`config.mk`:
```
export PLATFORM = sky130hd
export DESIGN_NAME = i2c_slave_regfile_flat
export DESIGN_NICKNAME = d
export VERILOG_FILES = /design/src/rtl/i2c_slave_regfile_if.sv /design/src/rtl/i2c_slave_regfile.sv /design/src/flat_wrapper.sv
export SDC_FILE = /design/constraint.sdc
export NUM_CORES = 1
export LEC_CHECK = 0
export ABC_AREA = 1
export CAP_MARGIN = 20
export CORE_MARGIN = 1.5
export CORE_UTILIZATION = 45
export CTS_BUF_LIST = sky130_fd_sc_hd__clkbuf_4
export DETAILED_ROUTE_END_ITERATION = 16
export PLACE_DENSITY = 0.6
export SLEW_MARGIN = 20
export SYNTH_ARGS = -nofsm -noshare
export SYNTH_HDL_FRONTEND = slang
export SYNTH_SLANG_ARGS = --single-unit
```
`constraint.sdc`:
```
create_clock -name wb_clk_i -period 9.25 [get_ports wb_clk_i]
set_input_delay 0.925 -clock wb_clk_i [delete_from_list [all_inputs] [get_ports wb_clk_i]]
set_output_delay 0.925 -clock wb_clk_i [all_outputs]
set_load 0.005 [all_outputs]
```
`src/rtl/i2c_slave_regfile_if.sv`:
```
`default_nettype none
// ============================================================================
// Module   : i2c_slave_regfile_if
// Purpose  : Pad-side I2C lines and local register-file port of the
//            i2c_slave_regfile responder, bundled with slave/master modports.
// Revision : 1.0 - initial release
// ============================================================================
interface i2c_slave_regfile_if #(
  parameter int REG_AW = 3
);
  logic              scl_pad_i;
  logic              sda_pad_i;
  logic              sda_pad_o;
  logic              sda_padoen_o;
  logic [REG_AW-1:0] reg_adr_i;
  logic [7:0]        reg_dat_o;
  logic              wr_stb_o;
  logic [REG_AW-1:0] wr_adr_o;
  logic [7:0]        wr_dat_o;
  logic              busy_o;

  modport slave (
    input  scl_pad_i, sda_pad_i, reg_adr_i,
    output sda_pad_o, sda_padoen_o, reg_dat_o, wr_stb_o, wr_adr_o, wr_dat_o, busy_o
  );

  modport master (
    output scl_pad_i, sda_pad_i, reg_adr_i,
    input  sda_pad_o, sda_padoen_o, reg_dat_o, wr_stb_o, wr_adr_o, wr_dat_o, busy_o
  );
endinterface
`default_nettype wire

```
`src/rtl/i2c_slave_regfile.sv`:
```
`default_nettype none
// ============================================================================
// Module   : i2c_slave_regfile
// Purpose  : I2C slave with an auto-incrementing 8-bit register file and local
//            write strobes. Optional macro I2C_SLAVE_GLITCH_FILTER_EN adds a
//            3-sample majority-free (all-agree) filter on SCL/SDA.
// Revision : 1.0 - initial release
// ============================================================================
module i2c_slave_regfile #(
  parameter logic [6:0] SLV_ADDR = 7'h50,
  parameter int         REG_AW   = 3
) (
  input  logic               wb_clk_i,
  input  logic               arst_i,
  i2c_slave_regfile_if.slave bus
);

  localparam int                c_DEPTH   = 2 ** REG_AW;
  localparam logic [REG_AW-1:0] c_PTR_ONE = REG_AW'(1);

  typedef enum logic [3:0] {
    ST_IDLE      = 4'd0,
    ST_ADDR      = 4'd1,
    ST_ADDR_ACK  = 4'd2,
    ST_PTR       = 4'd3,
    ST_PTR_ACK   = 4'd4,
    ST_WDATA     = 4'd5,
    ST_WDATA_ACK = 4'd6,
    ST_RDATA     = 4'd7,
    ST_RDATA_ACK = 4'd8,
    ST_IGNORE    = 4'd9
  } state_t;

  state_t            r_state, w_state_nxt;
  logic [1:0]        r_scl_sync, r_sda_sync;
  logic              w_scl, w_sda;
  logic              r_scl_d, r_sda_d;
  logic              w_scl_rise, w_scl_fall, w_start, w_stop;
  logic [2:0]        r_bit_cnt;
  logic [7:0]        r_shift;
  logic [REG_AW-1:0] r_ptr;
  logic [7:0]        r_regs [c_DEPTH];
  logic              r_sda_oe_n, r_ack_seen, r_rw, r_busy;
  logic              r_wr_stb;
  logic [REG_AW-1:0] r_wr_adr;
  logic [7:0]        r_wr_dat;
  logic [7:0]        w_byte, w_rd_byte;
  logic              w_oe_n_nxt, w_ack_seen_nxt, w_rw_nxt, w_busy_nxt;
  logic              w_cnt_clr, w_cnt_en, w_shift_in, w_shift_out, w_load_rd;
  logic              w_ptr_load, w_ptr_inc, w_wr_en;

  always_ff @(posedge wb_clk_i or posedge arst_i) begin
    if (arst_i) begin
      r_scl_sync <= 2'b11;
      r_sda_sync <= 2'b11;
    end else begin
      r_scl_sync <= {r_scl_sync[0], bus.scl_pad_i};
      r_sda_sync <= {r_sda_sync[0], bus.sda_pad_i};
    end
  end

`ifdef I2C_SLAVE_GLITCH_FILTER_EN
  // Filtered line moves only when the two held samples and the newest agree.
  logic [1:0] r_scl_hist, r_sda_hist;
  logic       r_scl_filt, r_sda_filt;

  always_ff @(posedge wb_clk_i or posedge arst_i) begin
    if (arst_i) begin
      r_scl_hist <= 2'b11;
      r_sda_hist <= 2'b11;
      r_scl_filt <= 1'b1;
      r_sda_filt <= 1'b1;
    end else begin
      r_scl_hist <= {r_scl_hist[0], r_scl_sync[1]};
      r_sda_hist <= {r_sda_hist[0], r_sda_sync[1]};
      if ({r_scl_hist, r_scl_sync[1]} == 3'b111)      r_scl_filt <= 1'b1;
      else if ({r_scl_hist, r_scl_sync[1]} == 3'b000) r_scl_filt <= 1'b0;
      if ({r_sda_hist, r_sda_sync[1]} == 3'b111)      r_sda_filt <= 1'b1;
      else if ({r_sda_hist, r_sda_sync[1]} == 3'b000) r_sda_filt <= 1'b0;
    end
  end

  assign w_scl = r_scl_filt;
  assign w_sda = r_sda_filt;
`else
  assign w_scl = r_scl_sync[1];
  assign w_sda = r_sda_sync[1];
`endif

  always_ff @(posedge wb_clk_i or posedge arst_i) begin
    if (arst_i) begin
      r_scl_d <= 1'b1;
      r_sda_d <= 1'b1;
    end else begin
      r_scl_d <= w_scl;
      r_sda_d <= w_sda;
    end
  end

  assign w_scl_rise = w_scl & ~r_scl_d;
  assign w_scl_fall = ~w_scl & r_scl_d;
  assign w_start    = w_scl & r_scl_d & r_sda_d & ~w_sda;
  assign w_stop     = w_scl & r_scl_d & ~r_sda_d & w_sda;
  assign w_byte     = {r_shift[6:0], w_sda};
  assign w_rd_byte  = r_regs[r_ptr];

  always_ff @(posedge wb_clk_i or posedge arst_i) begin
    if (arst_i) r_state <= ST_IDLE;
    else        r_state <= w_state_nxt;
  end

  // START/STOP are checked first so they win over a data sample in the same cycle.
  always_comb begin
    w_state_nxt    = r_state;
    w_oe_n_nxt     = r_sda_oe_n;
    w_ack_seen_nxt = r_ack_seen;
    w_rw_nxt       = r_rw;
    w_busy_nxt     = r_busy;
    w_cnt_clr      = 1'b0;
    w_cnt_en       = 1'b0;
    w_shift_in     = 1'b0;
    w_shift_out    = 1'b0;
    w_load_rd      = 1'b0;
    w_ptr_load     = 1'b0;
    w_ptr_inc      = 1'b0;
    w_wr_en        = 1'b0;
    if (w_start) begin
      w_state_nxt    = ST_ADDR;
      w_cnt_clr      = 1'b1;
      w_oe_n_nxt     = 1'b1;
      w_ack_seen_nxt = 1'b0;
      w_busy_nxt     = 1'b1;
    end else if (w_stop) begin
      w_state_nxt    = ST_IDLE;
      w_cnt_clr      = 1'b1;
      w_oe_n_nxt     = 1'b1;
      w_ack_seen_nxt = 1'b0;
      w_busy_nxt     = 1'b0;
    end else begin
      case (r_state)
        ST_ADDR, ST_PTR, ST_WDATA: begin
          if (w_scl_rise) begin
            w_cnt_en   = 1'b1;
            w_shift_in = 1'b1;
            if (r_bit_cnt == 3'd7) begin
              if (r_state == ST_ADDR) begin
                if (w_byte[7:1] == SLV_ADDR) begin
                  w_state_nxt = ST_ADDR_ACK;
                  w_rw_nxt    = w_byte[0];
                end else begin
                  w_state_nxt = ST_IGNORE;
                end
              end else if (r_state == ST_PTR) begin
                w_ptr_load  = 1'b1;
                w_state_nxt = ST_PTR_ACK;
              end else begin
                w_wr_en     = 1'b1;
                w_ptr_inc   = 1'b1;
                w_state_nxt = ST_WDATA_ACK;
              end
            end
          end
        end
        // First SCL fall pulls SDA, the rise marks the ACK sampled, next fall moves on.
        ST_ADDR_ACK, ST_PTR_ACK, ST_WDATA_ACK: begin
          if (w_scl_rise) begin
            w_ack_seen_nxt = 1'b1;
          end else if (w_scl_fall) begin
            if (!r_ack_seen) begin
              w_oe_n_nxt = 1'b0;
            end else begin
              w_ack_seen_nxt = 1'b0;
              w_oe_n_nxt     = 1'b1;
              if (r_state == ST_ADDR_ACK && r_rw) begin
                w_state_nxt = ST_RDATA;
                w_load_rd   = 1'b1;
                w_oe_n_nxt  = w_rd_byte[7];
              end else if (r_state == ST_ADDR_ACK) begin
                w_state_nxt = ST_PTR;
              end else begin
                w_state_nxt = ST_WDATA;
              end
            end
          end
        end
        ST_RDATA: begin
          if (w_scl_rise) begin
            w_cnt_en = 1'b1;
            if (r_bit_cnt == 3'd7) begin
              w_state_nxt = ST_RDATA_ACK;
              w_ptr_inc   = 1'b1;
            end
          end else if (w_scl_fall) begin
            w_shift_out = 1'b1;
            w_oe_n_nxt  = r_shift[6];
          end
        end
        ST_RDATA_ACK: begin
          if (w_scl_rise) begin
            if (!w_sda) w_ack_seen_nxt = 1'b1;
            else        w_state_nxt    = ST_IGNORE;
          end else if (w_scl_fall) begin
            if (!r_ack_seen) begin
              w_oe_n_nxt = 1'b1;
            end else begin
              w_ack_seen_nxt = 1'b0;
              w_state_nxt    = ST_RDATA;
              w_load_rd      = 1'b1;
              w_oe_n_nxt     = w_rd_byte[7];
            end
          end
        end
        default: begin
        end
      endcase
    end
  end

  always_ff @(posedge wb_clk_i or posedge arst_i) begin
    if (arst_i) begin
      r_bit_cnt  <= '0;
      r_shift    <= '0;
      r_ptr      <= '0;
      r_sda_oe_n <= 1'b1;
      r_ack_seen <= 1'b0;
      r_rw       <= 1'b0;
      r_busy     <= 1'b0;
      r_wr_stb   <= 1'b0;
      r_wr_adr   <= '0;
      r_wr_dat   <= '0;
    end else begin
      r_sda_oe_n <= w_oe_n_nxt;
      r_ack_seen <= w_ack_seen_nxt;
      r_rw       <= w_rw_nxt;
      r_busy     <= w_busy_nxt;
      r_wr_stb   <= w_wr_en;
      if (w_cnt_clr)     r_bit_cnt <= '0;
      else if (w_cnt_en) r_bit_cnt <= r_bit_cnt + 3'd1;
      if (w_load_rd)        r_shift <= w_rd_byte;
      else if (w_shift_in)  r_shift <= w_byte;
      else if (w_shift_out) r_shift <= {r_shift[6:0], 1'b0};
      if (w_ptr_load)     r_ptr <= w_byte[REG_AW-1:0];
      else if (w_ptr_inc) r_ptr <= r_ptr + c_PTR_ONE;
      if (w_wr_en) begin
        r_wr_adr <= r_ptr;
        r_wr_dat <= w_byte;
      end
    end
  end

  always_ff @(posedge wb_clk_i or posedge arst_i) begin
    if (arst_i) begin
      for (int i = 0; i < c_DEPTH; i++) r_regs[i] <= 8'h00;
    end else if (w_wr_en) begin
      r_regs[r_ptr] <= w_byte;
    end
  end

  assign bus.sda_pad_o    = 1'b0;
  assign bus.sda_padoen_o = r_sda_oe_n;
  assign bus.reg_dat_o    = r_regs[bus.reg_adr_i];
  assign bus.wr_stb_o     = r_wr_stb;
  assign bus.wr_adr_o     = r_wr_adr;
  assign bus.wr_dat_o     = r_wr_dat;
  assign bus.busy_o       = r_busy;

endmodule
`default_nettype wire

```
`src/flat_wrapper.sv`:
```
// flat-port wrapper written by rule: the top's interface ports become plain ports
module i2c_slave_regfile_flat 
#(
  parameter logic [6:0] SLV_ADDR = 7'h50,
  parameter int         REG_AW   = 3
)
  (wb_clk_i, arst_i, bus_scl_pad_i, bus_sda_pad_i, bus_reg_adr_i, bus_sda_pad_o, bus_sda_padoen_o, bus_reg_dat_o, bus_wr_stb_o, bus_wr_adr_o, bus_wr_dat_o, bus_busy_o);
  i2c_slave_regfile_if #(.REG_AW(REG_AW)) bus_i ();
  input  logic wb_clk_i;
  input  logic arst_i;
  input wire logic [$bits(bus_i.scl_pad_i)-1:0] bus_scl_pad_i;
  input wire logic [$bits(bus_i.sda_pad_i)-1:0] bus_sda_pad_i;
  input wire logic [$bits(bus_i.reg_adr_i)-1:0] bus_reg_adr_i;
  output wire logic [$bits(bus_i.sda_pad_o)-1:0] bus_sda_pad_o;
  output wire logic [$bits(bus_i.sda_padoen_o)-1:0] bus_sda_padoen_o;
  output wire logic [$bits(bus_i.reg_dat_o)-1:0] bus_reg_dat_o;
  output wire logic [$bits(bus_i.wr_stb_o)-1:0] bus_wr_stb_o;
  output wire logic [$bits(bus_i.wr_adr_o)-1:0] bus_wr_adr_o;
  output wire logic [$bits(bus_i.wr_dat_o)-1:0] bus_wr_dat_o;
  output wire logic [$bits(bus_i.busy_o)-1:0] bus_busy_o;
  assign bus_i.scl_pad_i = bus_scl_pad_i;
  assign bus_i.sda_pad_i = bus_sda_pad_i;
  assign bus_i.reg_adr_i = bus_reg_adr_i;
  assign bus_sda_pad_o = bus_i.sda_pad_o;
  assign bus_sda_padoen_o = bus_i.sda_padoen_o;
  assign bus_reg_dat_o = bus_i.reg_dat_o;
  assign bus_wr_stb_o = bus_i.wr_stb_o;
  assign bus_wr_adr_o = bus_i.wr_adr_o;
  assign bus_wr_dat_o = bus_i.wr_dat_o;
  assign bus_busy_o = bus_i.busy_o;
  i2c_slave_regfile #(.SLV_ADDR(SLV_ADDR), .REG_AW(REG_AW)) u_core (.wb_clk_i(wb_clk_i), .arst_i(arst_i), .bus(bus_i));
endmodule
```
==> results.py <==
metrics = {
    "timing": {
        "slew_headroom": 0.3046,
        "period_share": 0.5298,
        "skew_ps": 25.27,
        "finalCriticalPeriod_ps": 4900,
        "fin_setup_tns_ps": 0,
        "fmax_mhz": 204.1,
        "rsz0062_at_grt": "no",
        "fin_ws_ps": 4350,
        "setup_violations": 0,
        "hold_viol": 0,
        "tightest_slew_ps": 1040,
        "drv_slew": 0,
    },
    "yosys": {
        "yosys-top-cells-area": "dfrtp_1 44%, nand2_1 12%, o21ai_0 7.2%, o21ai_1 4.7%, nor2_1 4.5%",
        "yosysSeqAreaShare": 0.4685,
        "ys_types": 37,
        "synth_compound_area_frac": 0.2131,
        "yosys.cell_count.top_type": "nand2_1",
        "ys_warn_count": 0,
        "synthAdderAreaFrac": 0.006800,
        "postSynthCellCount": 705,
        "syn_nets": 715,
        "syn_area_per_cell_um2": 7.830,
        "async_flop_share": 1.000,
        "synthFlopType": "dfrtp_1",
        "synth-seq-cells": 103,
        "synth_top_area_cell": "dfrtp_1",
        "synth_commonest_cells": "171 x nand2_1, 96 x dfrtp_1, 79 x o21ai_0",
        "synth_edf_count": 0,
        "muxShareOfSynthArea": 0,
        "synth-xor-area-share": 0.001587,
        "synth_top_family_by_area": "simple AND/OR/NAND/NOR gates",
        "synth_top_area_frac": 0.4352,
        "synthSimpleGateAreaFrac": 0.2312,
        "synth_area_mm2": 0.005520,
    },
    "pwr": {
        "p_switching_mw": 0.3828,
        "clock_power_share": 0.241,
        "power.leakage_nw": 2.783,
        "combPwrFrac": 0.264,
        "p_int_mw": 0.6547,
        "p_seq_frac": 0.495,
        "swShare": 0.3689,
        "power_density_mw_per_mm2": 173.4,
        "ir_worst_vdd_v": 0.0001080,
    },
    "floorplan": {
        "pin_count": 30,
        "fp.dieW_um": 113.8,
        "die-area_mm2": 0.01294,
        "fp.dieH_um": 113.8,
        "initial_core_util": 0.4596,
        "coreArea_mm2": 0.01201,
        "rows": 40,
    },
    "grt": {
        "grt_pass1_vias": 4450,
        "antenna_found_initial": 0,
        "grt_max_degree": 85,
        "grtUsageTotal": 0.2406,
        "grt-ovfl-total": 0,
        "grt_pass1_wl_mm": 23.69,
    },
    "setup_path": {
        "worstReg2RegEnd": "u_core.r_state[3]$_DFFE_PP0P_",
        "rr_startpoint": "u_core.r_sda_sync[1]$_DFF_PP1_",
        "path_common_cell": "clkdlybuf4s50_1",
        "crit_slowest_cell": "clkdlybuf4s50_1",
        "worstRegToRegCells": 11,
        "required_ps": 8330,
        "start_kind": "input port",
        "arrival_ps": 3980,
        "crit_fanout": 34,
        "critPathCaptureType": "primary output",
        "crit_type": "input port to primary output",
        "r2r_slack_ps": 7090,
        "crit_family": "buffers and inverters",
        "critical_path_buf_inv_count": 3,
        "cp_cell_sequence": "clkdlybuf4s50_1, inv_1, a21oi_1, o21ai_0, nand2_1, nor2_1, a31oi_1, clkdlybuf4s50_1",
        "critPathMaxStageDelay_ps": 1160,
    },
    "finish": {
        "syn2layout_area_growth_pct": 8.364,
        "fillers": 1200,
        "fin_nets": 726,
        "final-seq-area_mm2": 0.002586,
        "fin_util": 0.4980,
        "drive_gt1_frac": 0.09570,
        "multi_input_area_mm2": 0.002502,
        "n_antenna_cell": 0,
    },
    "clock_tree": {
        "numClockSinks": 103,
        "cts_buffers": 9,
        "cts_root_buf": "clkbuf_4",
        "path_clk_slew_ps": 160,
        "postCtsHoldBufs": 0,
        "cts_setup_buffers": 0,
        "cts_resized": 0,
        "htreeDepth": 3,
        "tritoncts": "built",
        "cts.path.max_buffers": 2,
        "clkLatencyLatePin_ps": 480,
    },
    "placed_design": {
        "routabilityCongestion": 0.8943,
        "pre_cts_ws_ps": 4360,
        "io_buffers": 28,
        "place_hpwl_mm": 10.53,
    },
    "outcome": {
        "status": "complete, no violations",
    },
    "drt": {
        "route.detailed.drc": 0,
        "first_pass_iters": 5,
        "vias": 4778,
        "drt_iter0_drc": 329,
        "via_per_inst": 5.505,
        "ant_nets": 0,
        "drt-total-wl_mm": 14.50,
        "routedWlPerCell_um": 16.71,
    },
    "min_path": {
        "worstHoldPathCells": 0,
        "hold_class": "register to register",
        "holdPathEnd": "u_core.r_sda_sync[1]$_DFF_PP1_",
        "hp-start": "u_core.r_sda_sync[0]$_DFF_PP1_",
    },
    "flow_run": {
        "drv_cap": 0,
    },
}
## registers in the layout, summed over array words and instances, names as in the netlist
signal / count
u_core.r_regs: 64
u_core.bus.wr_dat_o: 8
u_core.r_shift: 7
u_core.r_state: 4
u_core.bus.wr_adr_o: 3
u_core.r_bit_cnt: 3
u_core.r_ptr: 3
u_core.r_scl_sync: 2
u_core.r_sda_sync: 2
u_core.bus.busy_o: 1
u_core.bus.sda_padoen_o: 1
u_core.bus.wr_stb_o: 1
u_core.r_ack_seen: 1
u_core.r_rw: 1
u_core.r_scl_d: 1
u_core.r_sda_d: 1
## worst register-to-register path: stages, from the launching register on
cell and delay [ps]:
dfstp_2 630, inv_1 250, nor2_1 160, nand2_1 110
nand2_2 160, inv_2 120, nand3_1 90, nand2_1 70
nor2_2 200, nand2_1 140, nand2_1 90, nand2_1 50
## worst max-delay path by stage
stage | cells after the start | start | slack [ps] | end
6_report | 8 | bus_reg_adr_i[0] | 4350 | bus_reg_dat_o[6]
5_1_grt | 8 | bus_reg_adr_i[0] | 4000 | bus_reg_dat_o[6]
4_1_cts | 8 | bus_reg_adr_i[0] | 4370 | bus_reg_dat_o[6]
3_5_place_dp | 8 | bus_reg_adr_i[0] | 4360 | bus_reg_dat_o[6]
3_3_place_gp | 8 | bus_reg_adr_i[0] | 4410 | bus_reg_dat_o[6]
2_1_floorplan | 1 | arst_i | 5630 | u_core.bus.busy_o$_DFFE_PP0N_
## kinds of logic (layout without fill, tap and decap cells)
kind of cell / count (synthesis) / after routing
simple gates: 294 / 294
compound gates: 207 / 207
flops: 103 / 103
buf+inv: 96 / 112
fa+ha+maj: 3 / 3
other cells: 1 / 1
xor+xnor: 1 / 1
## final cells by class
type | count | area share
clock buffer | 9 | 0.01129
tap | 147 | 0.03075
multi-input combinational | 506 | 0.4183
sequential | 103 | 0.4323
clock inverter | 7 | 0.01506
inverter | 66 | 0.04225
timing repair buffer | 30 | 0.04999
## per-stage QoR
| stage | cell area (µm²) | power [mW] | instances | hold slack (ps) |
|---|---|---|---|---|
| finish | 5982 | 1.037 | 868 | 368.3 |
| global route | 5982 | 1.108 | 868 | 372.3 |
| CTS | 5978 | 1.048 | 868 | 369.4 |
| detailed placement | 5821 | 0.7956 | 852 | 347.8 |
| global placement | 5821 | 0.7923 | 852 | 345.4 |
| floorplan | 5520 | 0.7177 | 705 | 345.2 |
## power groups by stage
stage	clock (mW)	combinational, mW	sequential, mW
2_1_floorplan	0	0.209	0.509
3_3_place_gp	0	0.272	0.520
3_5_place_dp	0	0.275	0.520
4_1_cts	0.260	0.276	0.512
5_1_grt	0.277	0.314	0.518
6_report	0.250	0.274	0.513
## cell usage in the layout, fill, tap and decap left out, types with 2 or more instances in the layout
cell type	Yosys	routed
nand2_1	171	171
o2111ai_1	2	2
dfstp_2	7	7
nand2_4	5	5
nand2_2	7	7
inv_1	59	58
o21ai_1	52	52
nand4_1	2	2
o21ai_2	14	14
nand3_1	31	31
nor3_1	2	2
ha_1	3	3
a31oi_1	8	8
inv_4	1	2
o22ai_1	6	6
o211ai_1	10	10
nor2_8	3	3
inv_2	5	5
dfrtp_1	96	96
o21ai_0	79	79
a22o_1	3	3
inv_8	0	2
clkbuf_4	0	9
clkdlybuf4s50_1	0	28
nor2_1	66	66
a21oi_1	28	28
nor2_2	6	6
o21a_1	2	2
## layer usage
| layer | up-vias | global-route usage | share of wire |
|---|---|---|---|
| li1 | 2356 | - | - |
| met1 | 2247 | 0.3537 | 0.49 |
| met2 | 150 | 0.3474 | 0.43 |
| met3 | 25 | 0.05792 | 0.056 |
| met4 | 0 | 0.08333 | 0.025 |
| met5 | - | 0 | 0 |
Power figures use the tool's default switching activity.
